**src/rtl/wb_mux_n.sv**
```systemverilog
// ---------------------------------------------------------------------------
// wb_mux_n -- 1-master to NUM_SLAVES-slave Wishbone classic interconnect.
//
// Decodes the master address against per-slave base/mask pairs (lowest index
// wins on overlap), registers the one-hot slave select together with the
// address/data/control, forwards a single transaction and returns the
// selected slave's ack or err to the master as a one-cycle pulse. Unmapped
// addresses are answered with a bus error.
//
// Optional feature macro: WB_MUX_TIMEOUT_EN
//   defined   : a transfer that sees no ack/err for TIMEOUT_CYCLES cycles in
//               ACTIVE is terminated with a bus error.
//   undefined : no timeout counter; ACTIVE waits for ack/err or master abort.
//
// Ports:
//   clk, rst            clock, synchronous active-high reset
//   wbm_*               master side (adr/dat/we/sel/stb/cyc in, dat/ack/err out)
//   wbs_adr_o/dat_o/we_o/sel_o   shared registered slave request signals
//   wbs_stb_o/cyc_o     per-slave strobe/cycle (one-hot while ACTIVE)
//   wbs_dat_i           packed slave read data, slave i at [i*DATA_WIDTH +: DATA_WIDTH]
//   wbs_ack_i/err_i     per-slave ack/err
// ---------------------------------------------------------------------------
module wb_mux_n #(
    parameter int NUM_SLAVES     = 4,
    parameter int ADDR_WIDTH     = 32,
    parameter int DATA_WIDTH     = 32,
    parameter logic [NUM_SLAVES*ADDR_WIDTH-1:0] SLAVE_ADDR =
        {32'h300, 32'h200, 32'h100, 32'h000},
    parameter logic [NUM_SLAVES*ADDR_WIDTH-1:0] SLAVE_MASK =
        {4{32'hFFFF_FF00}},
    parameter int TIMEOUT_CYCLES = 255
) (
    input  logic                             clk,
    input  logic                             rst,
    input  logic [ADDR_WIDTH-1:0]            wbm_adr_i,
    input  logic [DATA_WIDTH-1:0]            wbm_dat_i,
    output logic [DATA_WIDTH-1:0]            wbm_dat_o,
    input  logic                             wbm_we_i,
    input  logic [DATA_WIDTH/8-1:0]          wbm_sel_i,
    input  logic                             wbm_stb_i,
    input  logic                             wbm_cyc_i,
    output logic                             wbm_ack_o,
    output logic                             wbm_err_o,
    output logic [ADDR_WIDTH-1:0]            wbs_adr_o,
    output logic [DATA_WIDTH-1:0]            wbs_dat_o,
    output logic                             wbs_we_o,
    output logic [DATA_WIDTH/8-1:0]          wbs_sel_o,
    output logic [NUM_SLAVES-1:0]            wbs_stb_o,
    output logic [NUM_SLAVES-1:0]            wbs_cyc_o,
    input  logic [NUM_SLAVES*DATA_WIDTH-1:0] wbs_dat_i,
    input  logic [NUM_SLAVES-1:0]            wbs_ack_i,
    input  logic [NUM_SLAVES-1:0]            wbs_err_i
);

    localparam int SEL_WIDTH = DATA_WIDTH / 8;

    typedef enum logic [1:0] {
        S_IDLE,
        S_ACTIVE,
        S_RESP
    } state_t;

    state_t                  r_state;
    logic [NUM_SLAVES-1:0]   r_sel;
    logic [ADDR_WIDTH-1:0]   r_adr;
    logic [DATA_WIDTH-1:0]   r_wdat;
    logic [DATA_WIDTH-1:0]   r_rdat;
    logic                    r_we;
    logic [SEL_WIDTH-1:0]    r_bsel;
    logic                    r_ack;
    logic                    r_err;

    logic [NUM_SLAVES-1:0]   w_match;
    logic [NUM_SLAVES-1:0]   w_onehot;
    logic [DATA_WIDTH-1:0]   w_sel_dat;
    logic                    w_sel_ack;
    logic                    w_sel_err;
    logic                    w_timeout;

    // Per-slave address decode.
    genvar gi;
    generate
        for (gi = 0; gi < NUM_SLAVES; gi++) begin : g_match
            assign w_match[gi] =
                (((wbm_adr_i ^ SLAVE_ADDR[gi*ADDR_WIDTH +: ADDR_WIDTH])
                  & SLAVE_MASK[gi*ADDR_WIDTH +: ADDR_WIDTH]) == '0);
        end
    endgenerate

    // Priority pick: scanning downward lets the lowest matching index win.
    always_comb begin
        w_onehot = '0;
        for (int i = NUM_SLAVES - 1; i >= 0; i--) begin
            if (w_match[i]) begin
                w_onehot    = '0;
                w_onehot[i] = 1'b1;
            end
        end
    end

    // r_sel is one-hot (or zero), so an AND-OR mux is sufficient.
    always_comb begin
        w_sel_dat = '0;
        for (int i = 0; i < NUM_SLAVES; i++) begin
            if (r_sel[i]) begin
                w_sel_dat = w_sel_dat | wbs_dat_i[i*DATA_WIDTH +: DATA_WIDTH];
            end
        end
    end

    assign w_sel_ack = |(wbs_ack_i & r_sel);
    assign w_sel_err = |(wbs_err_i & r_sel);

`ifdef WB_MUX_TIMEOUT_EN
    logic [15:0] r_cnt;
    assign w_timeout = (r_cnt == 16'(TIMEOUT_CYCLES - 1));
`else
    assign w_timeout = 1'b0;
`endif

    always_ff @(posedge clk) begin
        if (rst) begin
            r_state <= S_IDLE;
            r_sel   <= '0;
            r_adr   <= '0;
            r_wdat  <= '0;
            r_rdat  <= '0;
            r_we    <= 1'b0;
            r_bsel  <= '0;
            r_ack   <= 1'b0;
            r_err   <= 1'b0;
`ifdef WB_MUX_TIMEOUT_EN
            r_cnt   <= '0;
`endif
        end else begin
            case (r_state)
                S_IDLE: begin
                    r_ack <= 1'b0;
                    r_err <= 1'b0;
                    if (wbm_cyc_i && wbm_stb_i) begin
                        if (|w_match) begin
                            r_sel   <= w_onehot;
                            r_adr   <= wbm_adr_i;
                            r_wdat  <= wbm_dat_i;
                            r_we    <= wbm_we_i;
                            r_bsel  <= wbm_sel_i;
`ifdef WB_MUX_TIMEOUT_EN
                            r_cnt   <= '0;
`endif
                            r_state <= S_ACTIVE;
                        end else begin
                            // Unmapped: answer straight away with an error.
                            r_rdat  <= '0;
                            r_err   <= 1'b1;
                            r_state <= S_RESP;
                        end
                    end
                end
                S_ACTIVE: begin
`ifdef WB_MUX_TIMEOUT_EN
                    r_cnt <= r_cnt + 16'd1;
`endif
                    // Abort beats any response; err beats ack.
                    if (!wbm_cyc_i) begin
                        r_sel   <= '0;
                        r_state <= S_IDLE;
                    end else if (w_sel_err || w_timeout) begin
                        r_sel   <= '0;
                        r_err   <= 1'b1;
                        r_state <= S_RESP;
                    end else if (w_sel_ack) begin
                        r_sel   <= '0;
                        r_rdat  <= w_sel_dat;
                        r_ack   <= 1'b1;
                        r_state <= S_RESP;
                    end
                end
                S_RESP: begin
                    r_ack   <= 1'b0;
                    r_err   <= 1'b0;
                    r_state <= S_IDLE;
                end
                default: begin
                    r_sel   <= '0;
                    r_ack   <= 1'b0;
                    r_err   <= 1'b0;
                    r_state <= S_IDLE;
                end
            endcase
        end
    end

    assign wbm_dat_o = r_rdat;
    assign wbm_ack_o = r_ack;
    assign wbm_err_o = r_err;
    assign wbs_adr_o = r_adr;
    assign wbs_dat_o = r_wdat;
    assign wbs_we_o  = r_we;
    assign wbs_sel_o = r_bsel;
    assign wbs_stb_o = r_sel;
    assign wbs_cyc_o = r_sel;

endmodule

```
**config.mk**
```make
export PLATFORM = sky130hd
export DESIGN_NAME = wb_mux_n
export DESIGN_NICKNAME = d
export VERILOG_FILES = /design/src/rtl/wb_mux_n.sv
export SDC_FILE = /design/constraint.sdc
export NUM_CORES = 1
export LEC_CHECK = 0
export BUFFER_PORTS_ARGS = -buffer_cell sky130_fd_sc_hd__buf_4
export CORE_AREA = 2 2 123 125
export DETAILED_ROUTE_END_ITERATION = 7
export DIE_AREA = 0 0 125 127
export SYNTH_ARGS = -nofsm -noshare
export SYNTH_HDL_FRONTEND = slang
export SYNTH_SLANG_ARGS = --single-unit
```
**constraint.sdc**
```tcl
create_clock -name clk -period 2.39 [get_ports clk]
set_input_delay 0.1195 -clock clk [delete_from_list [all_inputs] [get_ports clk]]
set_output_delay 0.1195 -clock clk [all_outputs]
set_load 0.01 [all_outputs]
```
==> metrics.txt, run 1 <==
status=finished, final reports clean; Worst EP arrival=2280 ps; final wirelength=16500 µm; # diodes=0; vias in the first global route=4849; antenna violations before repair=0; Post-Place Cells=936; Post-synth EDFFs=0; H-tree depth=3; Leak Pwr=0.00320 µW; worst hold path class=in -> reg; max cap viols=0; PortBufs=319; area share of the largest cell type after synthesis=0.511; Antenna Nets Post-Route=0; placed instance area=6820 µm²; Max Root-Sink Buffers=2; Remaining DRCs=0; CP required=2670 ps; Net Sw Frac=0.225; r2r worst-path depth=7; Pwr Total=3740 µW; Final nets=987; Tmin final=2000 ps; Post-CTS Setup Bufs=0; peak supply drop=331 µV; Pint=2900 µW; cts bufs inserted=9; final instance area=7280 µm²; PwrDens=513 nW/µm²; Worst Tran Pin Value=457 ps; hold-critical path depth=3; critical path launch point type=flip-flop; setup violators final=0; CTS resizes=0; most common cell in the netlist=dfxtp_1; Comb pwr share=0.093; setup total negative slack=0 ps; Clock transition at path regs=80 ps; initial core utilization=0.296; Synth async-reset ratio=0; drt pass-1 iters=4; Core Box Area=14400 µm²; GP Congestion=0.877; via/cell ratio=4.95; die width=125 µm; Iteration-0 DRC Markers=196; Syn. warnings=0; dpl hpwl=12400 µm; Synth cell types=31; fillers=1385; Die Y=127 µm; switching pwr=839 µW; final non-filler cell total=967; clock root buffer master=clkbuf_16; CP endpoint kind=flip-flop; Die Area=15900 µm²; sequential group share of total power=0.486; Final Hold Fails=0; latest clock arrival within the worst-skew pair=360 ps; routed len/inst=17.0 µm; via count=4790; Seq/Total Area, Yosys=0.511; Setup CP Type=reg -> reg; GRT Util Overall=0.204; mapped cell area=4270 µm²; synthesized flop and latch total=109; Worst slew margin=0.694; Main synth FF type=dfxtp_1; Post-synth top cells=dfxtp_1, nand2_1, a21oi_1, a22o_1, a221oi_1; largest net degree at the start of global routing=38; clock network fraction of total power=0.421; TritonCTS sink count=109; Syn Area/Cell=9.23 µm²; Area Growth Syn to Fin=70.5%; RSZ-0062 raised after global routing=false; Pins Over Slew Limit=0; share of cells above drive strength 1=0.455; CTS tree=built; post-route core utilization=0.505; fin crit share=0.838; Synth area leader=dfxtp_1; global-route wire length before repair=25800 µm; post-synthesis cell count=463; clock skew=8.02 ps; fmax=500 MHz; Post-CTS Hold Fix Bufs=15; Syn Nets=672; GRT overflow=0; I/O Pins=320; # rows=44; Synth area leaders=dfxtp_1, nand2_1, a22o_1; worst-path fanout max=32
through the flow:
| stage | hold slack (ps) | setup WS (ps) |
|---|---|---|
| after CTS | 0.194 | 372 |
| after detailed placement | 383 | 384 |
| after global placement | 375 | 442 |
| final | 12.0 | 388 |
| after floorplan | 245 | 618 |
| after global routing | 4.51 | 166 |
sequential cells by signal, summed over array words and instances, names as in the netlist:
name and cells:
wbm_ack_o 1, wbm_dat_o 32, wbs_adr_o 32, wbs_dat_o 32
wbm_err_o 1, wbs_sel_o 4, wbs_cyc_o 4, r_state 2
wbs_we_o 1
metal layers:
metal,wire length (µm),vias up,GRT usage
li1,-,2328,-
met1,6530,2223,0.232
met2,8170,215,0.355
met3,1360,24,0.0649
met4,410,0,0.0830
met5,0,-,0
final cells by class:
| cell class | instances | area, µm² | share of cell area |
|---|---|---|---|
| multi-input cells | 308 | 1890 | 0.260 |
| flip-flops and latches | 109 | 2180 | 0.300 |
| well taps | 184 | 230 | 0.0316 |
| clock buffers | 9 | 225 | 0.0309 |
| clock inverters | 7 | 91.3 | 0.0125 |
| repair buffers | 350 | 2670 | 0.366 |
cells by family (layout without fill, tap and decap cells):
group           count (synthesis)  after routing  share of synthesized area
compound gates                159            159                      0.279
simple gates                  149            149                      0.160
buf+inv                        46            366                     0.0504
flops                         109            109                      0.511
power groups by stage:
stage	Clock, µW	Combinational (µW)	Sequential (µW)
global route	1690	373	1820
floorplan	0	42.2	1860
detailed placement	0	328	1860
CTS	1610	348	1820
global placement	0	323	1860
finish	1570	347	1820
layout by cell type, fill, tap and decap left out, drive strengths merged:
cell,count
and2,22
o2bb2ai,32
a211oi,1
clkinvlp,1
inv,3
nor4b,2
dfxtp,109
a221oi,33
or2,2
and3b,1
a2111oi,1
clkinv,2
clkbuf,9
buf,335
nand2,99
nand3,2
a22o,34
bufinv,1
a21o,3
nor4,6
a22oi,2
a21oi,51
dlygate4sd3,15
nor3,4
or3,2
nor3b,1
nand4,2
a31oi,1
o22ai,1
nor2,6
path summary, 6_finish.rpt:
kind                                   start             to  slack (ps)
worst min register to register  wbs_sel_o[2]   wbs_sel_o[2]         450
worst max register to register  wbs_cyc_o[2]  wbm_dat_o[13]         390
worst min-delay path            wbm_sel_i[2]   wbs_sel_o[2]          10
worst max-delay path            wbs_cyc_o[2]  wbm_dat_o[13]         390
critical path, cell delays in order, from the launching register on:
cell       delay (ps)
dfxtp_1           330
buf_4             190
a22oi_1           260
nand2_1           130
nor3b_1           430
nand3_1           130
buf_4             260
o2bb2ai_1         180
(Power assumes the default switching activity.)
==> run 2: changes to the inputs <==
--- a/config.mk
+++ b/config.mk
@@ -5,10 +5,12 @@
 export SDC_FILE = /design/constraint.sdc
 export NUM_CORES = 1
 export LEC_CHECK = 0
+export ABC_AREA = 1
 export BUFFER_PORTS_ARGS = -buffer_cell sky130_fd_sc_hd__buf_4
 export CORE_AREA = 2 2 123 125
 export DETAILED_ROUTE_END_ITERATION = 7
 export DIE_AREA = 0 0 125 127
+export PLACE_DENSITY = 0.69
 export SYNTH_ARGS = -nofsm -noshare
 export SYNTH_HDL_FRONTEND = slang
 export SYNTH_SLANG_ARGS = --single-unit
==> constraint.sdc (replaced) <==
create_clock -name clk -period 2.1 [get_ports clk]
set_input_delay 0.105 -clock clk [delete_from_list [all_inputs] [get_ports clk]]
set_output_delay 0.105 -clock clk [all_outputs]
set_load 0.01 [all_outputs]
==> run 2 against run 1 <==
Compared with the run above: setup slack got worse by 33 ps; synthesized cell count rose by 48%; first-iteration DRC count rose by 9.7%; critical path type unchanged.
==> metrics.txt, run 2 <==
TritonCTS sink count=109; status=finished, final reports clean; Area Growth Syn to Fin=57.0%; pre-CTS WS=362 ps; CP endpoint kind=flip-flop; area share of the largest cell type after synthesis=0.417; switching pwr=1220 µW; clock network fraction of total power=0.355; global-route wire length before repair=28500 µm; via count=5766; Synth async-reset ratio=0; Setup CP Type=reg -> reg; initial core utilization=0.363; Max Root-Sink Buffers=2; # diodes=0; Iteration-0 DRC Markers=215; sequential group share of total power=0.457; I/O Pins=320; share of cells above drive strength 1=0.397; Synth cell types=25; peak supply drop=437 µV; max cap viols=0; final wirelength=18000 µm; Die Area=15900 µm²; Seq/Total Area, Yosys=0.417; die width=125 µm; Main synth FF type=dfxtp_1; clock root buffer master=clkbuf_16; PortBufs=319; GRT overflow=0; most common cell in the netlist=nor2_1; Pint=3520 µW; via/cell ratio=4.87; CTS tree=built; CP required=2340 ps; Clock transition at path regs=70 ps; Remaining DRCs=0; cts bufs inserted=9; # rows=44; Tmin final=1740 ps; routed len/inst=15.2 µm; Die Y=127 µm; post-synthesis cell count=685; Syn. warnings=0; setup total negative slack=0 ps; clock skew=9.69 ps; Post-synth EDFFs=0; Core Box Area=14400 µm²; fmax=573 MHz; dpl hpwl=13200 µm; drt pass-1 iters=4; Net Sw Frac=0.257; synthesized flop and latch total=109; Final nets=1204; critical path launch point type=flip-flop; commonest non-fill, non-tap cell in the layout=buf_4; H-tree depth=3; setup violators final=0; Pins Over Slew Limit=0; worst-path fanout max=64; most frequent cells in the layout=buf_4, nor2_1, dfxtp_1; fin crit share=0.831; Comb pwr share=0.188; Post-CTS Setup Bufs=0; Leak Pwr=0.00382 µW; PwrDens=577 nW/µm²; Worst slew margin=0.677; latest clock arrival within the worst-skew pair=350 ps; Post-synth top cells=nor2_1, dfxtp_1, nand2_1, o21ai_0, a22o_1; Final Worst Setup Slack=355 ps; Antenna Nets Post-Route=0; Worst EP arrival=1980 ps; worst hold path class=in -> reg; vias in the first global route=5634; Syn Area/Cell=7.64 µm²; mapped cell area=5230 µm²; Synth area leader=dfxtp_1; Synth area leaders=dfxtp_1, nor2_1, a22o_1; RSZ-0062 raised after global routing=false; Syn Nets=894; GP Congestion=0.805; antenna violations before repair=0; Final Hold Fails=0; largest net degree at the start of global routing=65; Worst Tran Pin Value=485 ps; GRT Util Overall=0.220
[run 2: path summary, 6_finish.rpt]
check	start	end	slack, ps	depth (start not counted)
max	wbs_cyc_o[2]	wbm_dat_o[31]	360	9
min	wbm_dat_i[9]	wbs_dat_o[9]	10	3
max reg2reg	wbs_cyc_o[2]	wbm_dat_o[31]	360	9
min reg2reg	wbs_adr_o[22]	wbs_adr_o[22]	440	2
[run 2: cell type report]
cell class | count | area (µm²)
Fill cell | 1363 | 6210
Timing Repair Buffer | 358 | 2790
Multi-Input combinational cell | 502 | 2670
Sequential cell | 109 | 2180
Clock buffer | 12 | 256
Tap cell | 184 | 230
Inverter | 15 | 56.3
Clock inverter | 4 | 37.5
[run 2: through the flow]
| step | hold slack [ps] | utilization | power (µW) | std cells | area (µm²) |
|---|---|---|---|---|---|
| floorplan | 272 | - | 2600 | 685 | 5230 |
| global placement | 355 | 0.533 | 3060 | 1144 | 7680 |
| detailed placement | 361 | 0.533 | 3070 | 1144 | 7680 |
| CTS | 0.0106 | 0.570 | 4790 | 1184 | 8220 |
| global route | 4.68 | 0.570 | 4970 | 1184 | 8220 |
| finish | 11.4 | 0.570 | 4740 | 1184 | 8220 |
[run 2: what timing repair did]
action | 4_1_cts | 5_1_grt
gates resized for setup | 0 | 0
hold buffers | 24 | 0
endpoints found under the hold margin | 24 | 0
[run 2: critical path: stages, from the launching register on]
cell     delay (ps)
dfxtp_1         320
buf_4           180
nand2_1          70
nand2_1          70
nor3_2          190
nand2_1         160
nand2_8         390
nand3_1         120
nand2_1          90
nor2_1           40
[run 2: kinds of logic (layout without fill, tap and decap cells)]
group,Yosys count,in the layout,share of synthesized area
buf+inv,74,389,0.0732
compound gates,185,185,0.225
flops,109,109,0.417
simple gates,317,317,0.285
[run 2: layer usage]
layer | global-route usage | vias to the layer above | share of wire
met5 | 0 | - | 0
met2 | 0.379 | 227 | 0.48
li1 | - | 2923 | -
met4 | 0.0778 | 0 | 0.021
met3 | 0.0712 | 21 | 0.089
met1 | 0.259 | 2595 | 0.41
[run 2: power by group through the flow]
stage | registers, µW | logic [µW] | clock network [µW]
final | 2160 | 891 | 1680
after global routing | 2170 | 976 | 1820
after CTS | 2170 | 894 | 1730
after detailed placement | 2210 | 857 | 0
after global placement | 2210 | 846 | 0
after floorplan | 2240 | 366 | 0
